### config.mk
export PLATFORM = sky130hd
export DESIGN_NAME = imem_fetch_flat
export DESIGN_NICKNAME = d
export VERILOG_FILES = /design/src/rtl/imem_pkg.sv /design/src/rtl/imem_if.sv /design/src/rtl/imem_resp_stage.sv /design/src/rtl/imem_fetch.sv /design/src/flat_wrapper.sv
export SDC_FILE = /design/constraint.sdc
export NUM_CORES = 2
export LEC_CHECK = 0
export CAP_MARGIN = 20
export CORE_MARGIN = 3
export CORE_UTILIZATION = 42
export DETAILED_ROUTE_END_ITERATION = 7
export GPL_ROUTABILITY_DRIVEN = 0
export PLACE_DENSITY = 0.61
export REMOVE_ABC_BUFFERS = 1
export SLEW_MARGIN = 20
export SYNTH_ARGS = -nofsm -noshare
export SYNTH_HDL_FRONTEND = slang
export SYNTH_SLANG_ARGS = --single-unit
### constraint.sdc
create_clock -name clk -period 6.5 [get_ports clk]
set_clock_uncertainty 0.05 [all_clocks]
set_input_delay 0.65 -clock clk [delete_from_list [all_inputs] [get_ports clk]]
set_output_delay 0.65 -clock clk [all_outputs]
set_load 0.005 [all_outputs]
### src/rtl/imem_pkg.sv
// imem_pkg: shared widths, NOP encoding and response record for the instruction fetch unit
package imem_pkg;
  localparam int INSTR_W = 32;
  localparam int BYTE_W = 8;
  localparam logic [INSTR_W-1:0] IMEM_NOP = 32'h0000_0000;
  typedef struct packed {
    logic [INSTR_W-1:0] instr;
    logic fault;
  } rsp_t;
endpackage

### src/rtl/imem_if.sv
// imem_if: fetch request/response handshake bundle
//   req_valid/req_ready/req_addr : fetch request channel (byte address)
//   rsp_valid/rsp_ready          : response channel handshake
//   rsp_instr/rsp_fault          : fetched word and misaligned/out-of-range flag
interface imem_if;
  import imem_pkg::*;
  logic req_valid;
  logic req_ready;
  logic [31:0] req_addr;
  logic rsp_valid;
  logic rsp_ready;
  logic [INSTR_W-1:0] rsp_instr;
  logic rsp_fault;
  modport master (output req_valid, req_addr, rsp_ready, input req_ready, rsp_valid, rsp_instr, rsp_fault);
  modport slave (input req_valid, req_addr, rsp_ready, output req_ready, rsp_valid, rsp_instr, rsp_fault);
endinterface

### src/rtl/imem_resp_stage.sv
// imem_resp_stage: one stallable valid/data pipeline register
//   en       : stage may load (downstream has room or stage is empty)
//   in_*     : upstream valid and response record
//   out_*    : registered valid and response record
module imem_resp_stage
  import imem_pkg::*;
(
  input  logic clk,
  input  logic rst,
  input  logic en,
  input  logic in_valid,
  input  rsp_t in_data,
  output logic out_valid,
  output rsp_t out_data
);
  always_ff @(posedge clk) begin
    if (rst) begin
      out_valid <= 1'b0;
      out_data <= '0;
    end else if (en) begin
      out_valid <= in_valid;
      if (in_valid) out_data <= in_data;
    end
  end
endmodule

### src/rtl/imem_fetch.sv
// imem_fetch: byte-programmable instruction memory with a LATENCY-deep stallable fetch pipeline
//   clk, rst                       : clock, synchronous active-high reset
//   bus (imem_if.slave)            : fetch request / response handshake
//   prog_we, prog_addr, prog_data  : program-load byte write port
module imem_fetch
  import imem_pkg::*;
#(
  parameter int DEPTH_BYTES = 256,
  parameter int LATENCY = 1,
  parameter int BIG_ENDIAN = 1
) (
  input  logic clk,
  input  logic rst,
  imem_if.slave bus,
  input  logic prog_we,
  input  logic [31:0] prog_addr,
  input  logic [BYTE_W-1:0] prog_data
);
  localparam int AW = $clog2(DEPTH_BYTES);
  logic [BYTE_W-1:0] mem [DEPTH_BYTES];
  logic v [LATENCY+1];
  logic en [LATENCY+1];
  rsp_t d [LATENCY+1];
  logic fault;
  logic [AW-1:0] idx;
  logic [INSTR_W-1:0] word;
  // range check on the full 32-bit address first, so the narrow index below can never wrap
  assign fault = (bus.req_addr[1:0] != 2'b00) || (bus.req_addr > 32'(DEPTH_BYTES - 4));
  assign idx = bus.req_addr[AW-1:0];
  always_comb begin
    word = IMEM_NOP;
    if (!fault)
      word = (BIG_ENDIAN != 0)
        ? {mem[idx], mem[idx + AW'(1)], mem[idx + AW'(2)], mem[idx + AW'(3)]}
        : {mem[idx + AW'(3)], mem[idx + AW'(2)], mem[idx + AW'(1)], mem[idx]};
  end
  always_ff @(posedge clk) begin
    if (prog_we && prog_addr < 32'(DEPTH_BYTES)) mem[prog_addr[AW-1:0]] <= prog_data;
  end
  // en[0] is low only when every stage holds a response and the consumer stalls
  assign bus.req_ready = !rst && !prog_we && en[0];
  assign v[0] = bus.req_valid && bus.req_ready;
  assign d[0] = '{instr: word, fault: fault};
  assign en[LATENCY] = bus.rsp_ready;
  for (genvar k = 0; k < LATENCY; k++) begin : g_stage
    assign en[k] = !v[k+1] || en[k+1];
    imem_resp_stage u_stage (
      .clk(clk),
      .rst(rst),
      .en(en[k]),
      .in_valid(v[k]),
      .in_data(d[k]),
      .out_valid(v[k+1]),
      .out_data(d[k+1])
    );
  end
  assign bus.rsp_valid = v[LATENCY];
  assign bus.rsp_instr = d[LATENCY].instr;
  assign bus.rsp_fault = d[LATENCY].fault;
endmodule

### src/flat_wrapper.sv
// flat-port wrapper written by rule: the top's interface ports become plain ports
module imem_fetch_flat import imem_pkg::*;
#(
  parameter int DEPTH_BYTES = 256,
  parameter int LATENCY = 1,
  parameter int BIG_ENDIAN = 1
)
  (clk, rst, prog_we, prog_addr, prog_data, bus_req_valid, bus_req_addr, bus_rsp_ready, bus_req_ready, bus_rsp_valid, bus_rsp_instr, bus_rsp_fault);
  imem_if bus_i ();
  input  logic clk;
  input  logic rst;
  input  logic prog_we;
  input  logic [31:0] prog_addr;
  input  logic [BYTE_W-1:0] prog_data;
  input wire logic [$bits(bus_i.req_valid)-1:0] bus_req_valid;
  input wire logic [$bits(bus_i.req_addr)-1:0] bus_req_addr;
  input wire logic [$bits(bus_i.rsp_ready)-1:0] bus_rsp_ready;
  output wire logic [$bits(bus_i.req_ready)-1:0] bus_req_ready;
  output wire logic [$bits(bus_i.rsp_valid)-1:0] bus_rsp_valid;
  output wire logic [$bits(bus_i.rsp_instr)-1:0] bus_rsp_instr;
  output wire logic [$bits(bus_i.rsp_fault)-1:0] bus_rsp_fault;
  assign bus_i.req_valid = bus_req_valid;
  assign bus_i.req_addr = bus_req_addr;
  assign bus_i.rsp_ready = bus_rsp_ready;
  assign bus_req_ready = bus_i.req_ready;
  assign bus_rsp_valid = bus_i.rsp_valid;
  assign bus_rsp_instr = bus_i.rsp_instr;
  assign bus_rsp_fault = bus_i.rsp_fault;
  imem_fetch #(.DEPTH_BYTES(DEPTH_BYTES), .LATENCY(LATENCY), .BIG_ENDIAN(BIG_ENDIAN)) u_core (.clk(clk), .rst(rst), .bus(bus_i), .prog_we(prog_we), .prog_addr(prog_addr), .prog_data(prog_data));
endmodule
# Word level (Yosys, flattened, before mapping)
# Memories as Yosys holds them, arrays and structs flattened.
# Cells that the tools add are included.
[word_totals] output_inout_bits=35 regBits=34 n_memories=1 wordCells=23 inputBits=77 ramBits=2048
[op_classes] mux=3 n_reduce_logical=11 addsub=3 order_cmp=2
[memory_table] memory="u_core.mem" depth=256 width=8 read_ports=4 rd_ports_with_merged_regs=0 write_ports=1 line="imem_fetch.sv:20" rtl="logic [BYTE_W-1:0] mem [DEPTH_BYTES];"
[op_table] operator="$gt A32 B8 Y1 const B" count=1
[op_table] operator="$lt A32 B9 Y1 const B" count=1
[op_table] operator="$mux W32" count=1
[op_table] operator="$add A8 B2 Y8 const B" count=2
[op_table] operator="$add A8 B1 Y8 const B" count=1
[op_table] operator="$logic_and A1 B1 Y1" count=4
[op_table] operator="$logic_not A1 Y1" count=3
[op_table] operator="$logic_or A1 B1 Y1" count=2
[op_table] operator="$mux W1" count=2
[op_table] operator="$reduce_and A2 Y1" count=1
[op_table] operator="$reduce_bool A2 Y1" count=1

# Logic depth before layout (Yosys ltp)
[depth] word_depth=5 mapped_depth=22 ltp_nobuf=9

# By module
# A second synthesis with hierarchy kept.
[unflattened] hier_cells=7552 area_unflattened_um2=131645.0
[by_module_without_submodules] mod="imem_fetch" cells_per_inst=7399 area_each_um2=129860.8 seq_area_each_um2=61499.0 n_inst=1
[by_module_without_submodules] mod="imem_resp_stage" cells_per_inst=153 area_each_um2=1784.2 seq_area_each_um2=680.7 n_inst=1

# Worst setup path after synthesis
# No wires, ideal clock.
[synth_path] kind="in2reg" from="input bus_req_addr[1]" to="register u_core.g_stage[0].u_stage.out_data[8] in the netlist's numbering" slack_ns=1.449 arrival_time_ns=4.886 n_path_buf=10 setup_time_ns=0.116 path_stages=17 cell_sequence="clkbuf_1 buf_4 buf_2 inv_2 clkbuf_1 buf_2 clkbuf_1 ha_1 buf_2 buf_2 buf_1 clkbuf_1 mux4_2 mux2i_1 o221ai_1 or4_1 a31o_1"
[synth_between] elab_chain_len=3 word_cells_on_any_way=6 cone_classes="add/sub (1); order compare (1); mux (1); reduce/logical (2); memory (1)"
[synth_lines] item="start: declaration" line="flat_wrapper.sv:16" rtl="input wire logic [$bits(bus_i.req_addr)-1:0] bus_req_addr;"
[synth_lines] item="$add A8 B2 Y8, or another cell as far along" line="imem_fetch.sv:34" rtl="? {mem[idx], mem[idx + AW'(1)], mem[idx + AW'(2)], mem[idx + AW'(3)]}"
[synth_lines] item="$mem_v2 Z256 W8 / $logic_or A1 B1 Y1 (equally long branches)"
[synth_lines] item="$mux W32 (*)" line="imem_fetch.sv:32" rtl="if (!fault)"
[synth_lines] item="end signal: assignment" line="imem_resp_stage.sv:22" rtl="if (in_valid) out_data <= in_data;"
[synth_lines] item="end: declaration" line="imem_resp_stage.sv:14" rtl="output rsp_t out_data"
# Every way passes the cells marked *; elsewhere a longest branch is shown, timed or not.
# A chain may end at the register's enable or synchronous reset.

# Final worst setup path
[layout_path] from="input bus_req_addr[0]" to="register u_core.g_stage[0].u_stage.out_data[4] in the netlist's numbering"
# The elaborated chain is that of the path after synthesis.

==> results.py <==
metrics = {
    "place": {
        "placed_area_um2": 137000,
        "hpwl_mm": 341,
        "portBuffers": 111,
        "placed_cells": 11000,
        "pre_cts_ws_ns": 1.01,
    },
    "floorplanning": {
        "die_width_um": 563,
        "die-area_um2": 317000,
        "die_y_um": 563,
        "io_pins": 112,
        "core_um2": 309000,
        "rows": 204,
        "start_util": 0.422,
    },
    "timing": {
        "timing.slew.headroom": 0.118,
        "slew_violations": 0,
        "worstMarginPinSlew_ns": 1.32,
        "setup_slack_ns": 1.66,
        "setup_tns_ns": 0,
        "rsz0062_at_grt": "no",
        "setup-violations-final": 0,
        "timing.fmax_mhz": 206,
        "final-hold-violation-count": 0,
        "fin_crit_ns": 4.84,
        "period_share": 0.745,
    },
    "cts": {
        "cts-hold-fix-buffers": 0,
        "cts_setup_buffers": 0,
        "root_buffer": "clkbuf_16",
        "clk_latency_ns": 0.98,
        "ctsResizeCount": 0,
        "htreeDepth": 4,
        "cts.sinks": 2082,
        "cts_tree": "done",
        "cts.clk_slew.worst_paths_ns": 0.06,
        "clk_path_buf_depth": 4,
        "cts-buffers-inserted": 233,
    },
    "status": {
        "status": "finished with violations",
        "violations": "design-rule violations",
    },
    "global_routing": {
        "grt_pass1_wl_mm": 705,
        "grt_max_degree": 181,
        "antenna_found_initial": 42,
        "grt_pass1_vias": 84200,
        "grt.total_usage": 0.319,
        "overflow": 0,
    },
    "worst_setup_path": {
        "cp.arrival_ns": 5.62,
        "setup.worst_path.start": "bus_req_addr[0]",
        "slowest_stage": "ha_4",
        "rr_startpoint": "u_core.g_stage[0].u_stage.out_valid$_SDFFE_PP0P_",
        "path_class": "in -> reg",
        "start_kind": "primary input",
        "max_stage_delay_ns": 0.65,
        "crit_path_frequent_cell": "mux4_2",
        "endpoint_kind": "flop",
        "cp_cell_sequence": "buf_16 > inv_2 > ha_4 > buf_12 > buf_12 > mux4_2 > mux4_2 > mux4_2 > nand2b_1 > and3b_1 > o31ai_1",
        "worstPathRequired_ns": 7.28,
        "cp_max_fo": 97,
    },
    "yosys": {
        "yosysSeqAreaShare": 0.477,
        "ys_types": 66,
        "syn_avg_cell_area_um2": 18.4,
        "syn_area_um2": 130000,
        "synth-edff-count": 2048,
        "synthFlopType": "edfxtp_1",
        "ys_warn_count": 0,
        "ys_ff_latch": 2082,
        "synthArstFlopShare": 0,
        "syn_inst": 7101,
    },
    "final_layout": {
        "area_growth_pct": 11.5,
        "nNetsFinal": 7242,
        "drive_above_1_share": 0.450,
        "postLayoutCellArea_um2": 145000,
        "fin_cells": 11500,
    },
    "routing": {
        "wirelength_mm": 512,
        "ant_nets": 0,
        "routed_via_density": 7.72,
        "wl_per_cell_um": 44.5,
        "drc": 8,
        "dr_total_vias": 88800,
        "dr.first_iter.drc_count": 16900,
        "firstDrtPassIters": 8,
    },
    "worst_hold_path": {
        "hold_path.class": "in -> reg",
        "hp-start": "prog_data[4]",
    },
    "power_and_ir_drop": {
        "powerDensity_nw_per_um2": 239,
        "total_leakage_power_uw": 0.0449,
        "ir_drop_uv": 241,
    },
    "flow_run": {
        "cap_violations": 0,
    },
}
## power breakdown
group | total, uW | internal [uW] | switching, uW
clock network | 13800 | 7900 | 5890
logic | 6180 | 2490 | 3690
registers | 14700 | 14700 | 0.512
total | 34700 | 25100 | 9580
## metal layers
layer	GRT usage	vias up	part of all wire
met5	0.00316	-	0.00073
met2	0.458	8553	0.44
met4	0.211	38	0.084
met1	0.394	46800	0.33
met3	0.134	1620	0.15
li1	-	31900	-
## final cells by class
cell class	count	area, um2
Fill cell	25400	164000
Multi-Input combinational cell	4295	65000
Sequential cell	2082	62200
Clock buffer	278	6090
Timing Repair Buffer	542	5180
Tap cell	4120	5150
Clock inverter	159	1720
Antenna cell	31	77.6
Inverter	6	30.0
## Yosys cell counts, drive strengths merged (28+ instances only)
cell type  count  share of area
mux4        2339           0.40
edfxtp      2048           0.47
nand2        457          0.013
buf          455          0.022
nor2         339         0.0098
clkbuf       263         0.0076
mux2i        260          0.020
nand3        137         0.0053
a21oi        119         0.0047
o21ai         76         0.0029
a22oi         67         0.0039
a221oi        56         0.0038
mux2          46         0.0040
dfxtp         34         0.0052
nor3          28         0.0011
## cells in the final DEF, fill, tap and decap left out, types with 17 or more instances in the layout
cell / n
a21oi_1: 117
a221oi_1: 55
a22oi_1: 67
a31oi_1: 20
a32oi_1: 25
and3_1: 27
buf_12: 60
buf_4: 363
bufinv_16: 30
clkbuf_1: 38
clkbuf_16: 235
clkdlybuf4s50_1: 97
clkinv_1: 38
clkinv_2: 48
clkinvlp_4: 19
dfxtp_1: 34
diode_2: 31
edfxtp_1: 2048
mux2_2: 46
mux2i_1: 260
mux4_2: 2339
nand2_1: 446
nand2b_1: 17
nand3_1: 130
nand4_1: 27
nor2_1: 284
nor2_2: 52
nor3_1: 22
nor4_1: 18
o211ai_1: 21
o21ai_0: 67
## flip-flops by register name, indices dropped and copies added, names as in the netlist
name                              cells
u_core.mem                         2048
u_core.g_stage.u_stage.out_data      33
u_core.g_stage.u_stage.out_valid      1
## critical path: cells and delay by family
kind / cells / cell delay, ns
AOI/OAI and AO/OA: 1 / 0.09
buffers and inverters: 4 / 1.49
and+or+nand+nor: 2 / 0.71
muxes: 3 / 1.59
adders and majority gates: 1 / 0.65
## final timing paths
path / depth (start not counted) / slack, ns / to
setup / recovery: 11 / 1.66 / u_core.g_stage[0].u_stage.out_data[4]$_SDFFE_PP0P_
hold / removal: 1 / 0.19 / u_core.mem[74][4]$_DFFE_PP_
setup reg to reg: 8 / 2.94 / u_core.g_stage[0].u_stage.out_data[18]$_SDFFE_PP0P_
hold reg to reg: 2 / 0.46 / u_core.g_stage[0].u_stage.out_data[0]$_SDFFE_PP0P_
## logic make-up after synthesis
kind of cell / count (synthesis) / share of synthesized area
multiplexers: 2645 / 0.428
flip-flops: 2082 / 0.477
AND/OR/NAND/NOR: 1101 / 0.0362
buffers and inverters: 724 / 0.0296
AO/OA/AOI/OAI: 522 / 0.0282
XOR/XNOR: 22 / 0.00148
adder cells (fa/ha/maj): 5 / 0.000479
## per-stage QoR
stage	power, uW	hold slack (ns)	util
final	34700	0.193	0.471
after global placement	21000	0.414	0.444
after global routing	35400	0.213	0.470
after floorplan	21000	0.396	-
after CTS	34600	0.177	0.470
after detailed placement	21000	0.456	0.445
No activity file was read; power rests on OpenSTA's default activity.
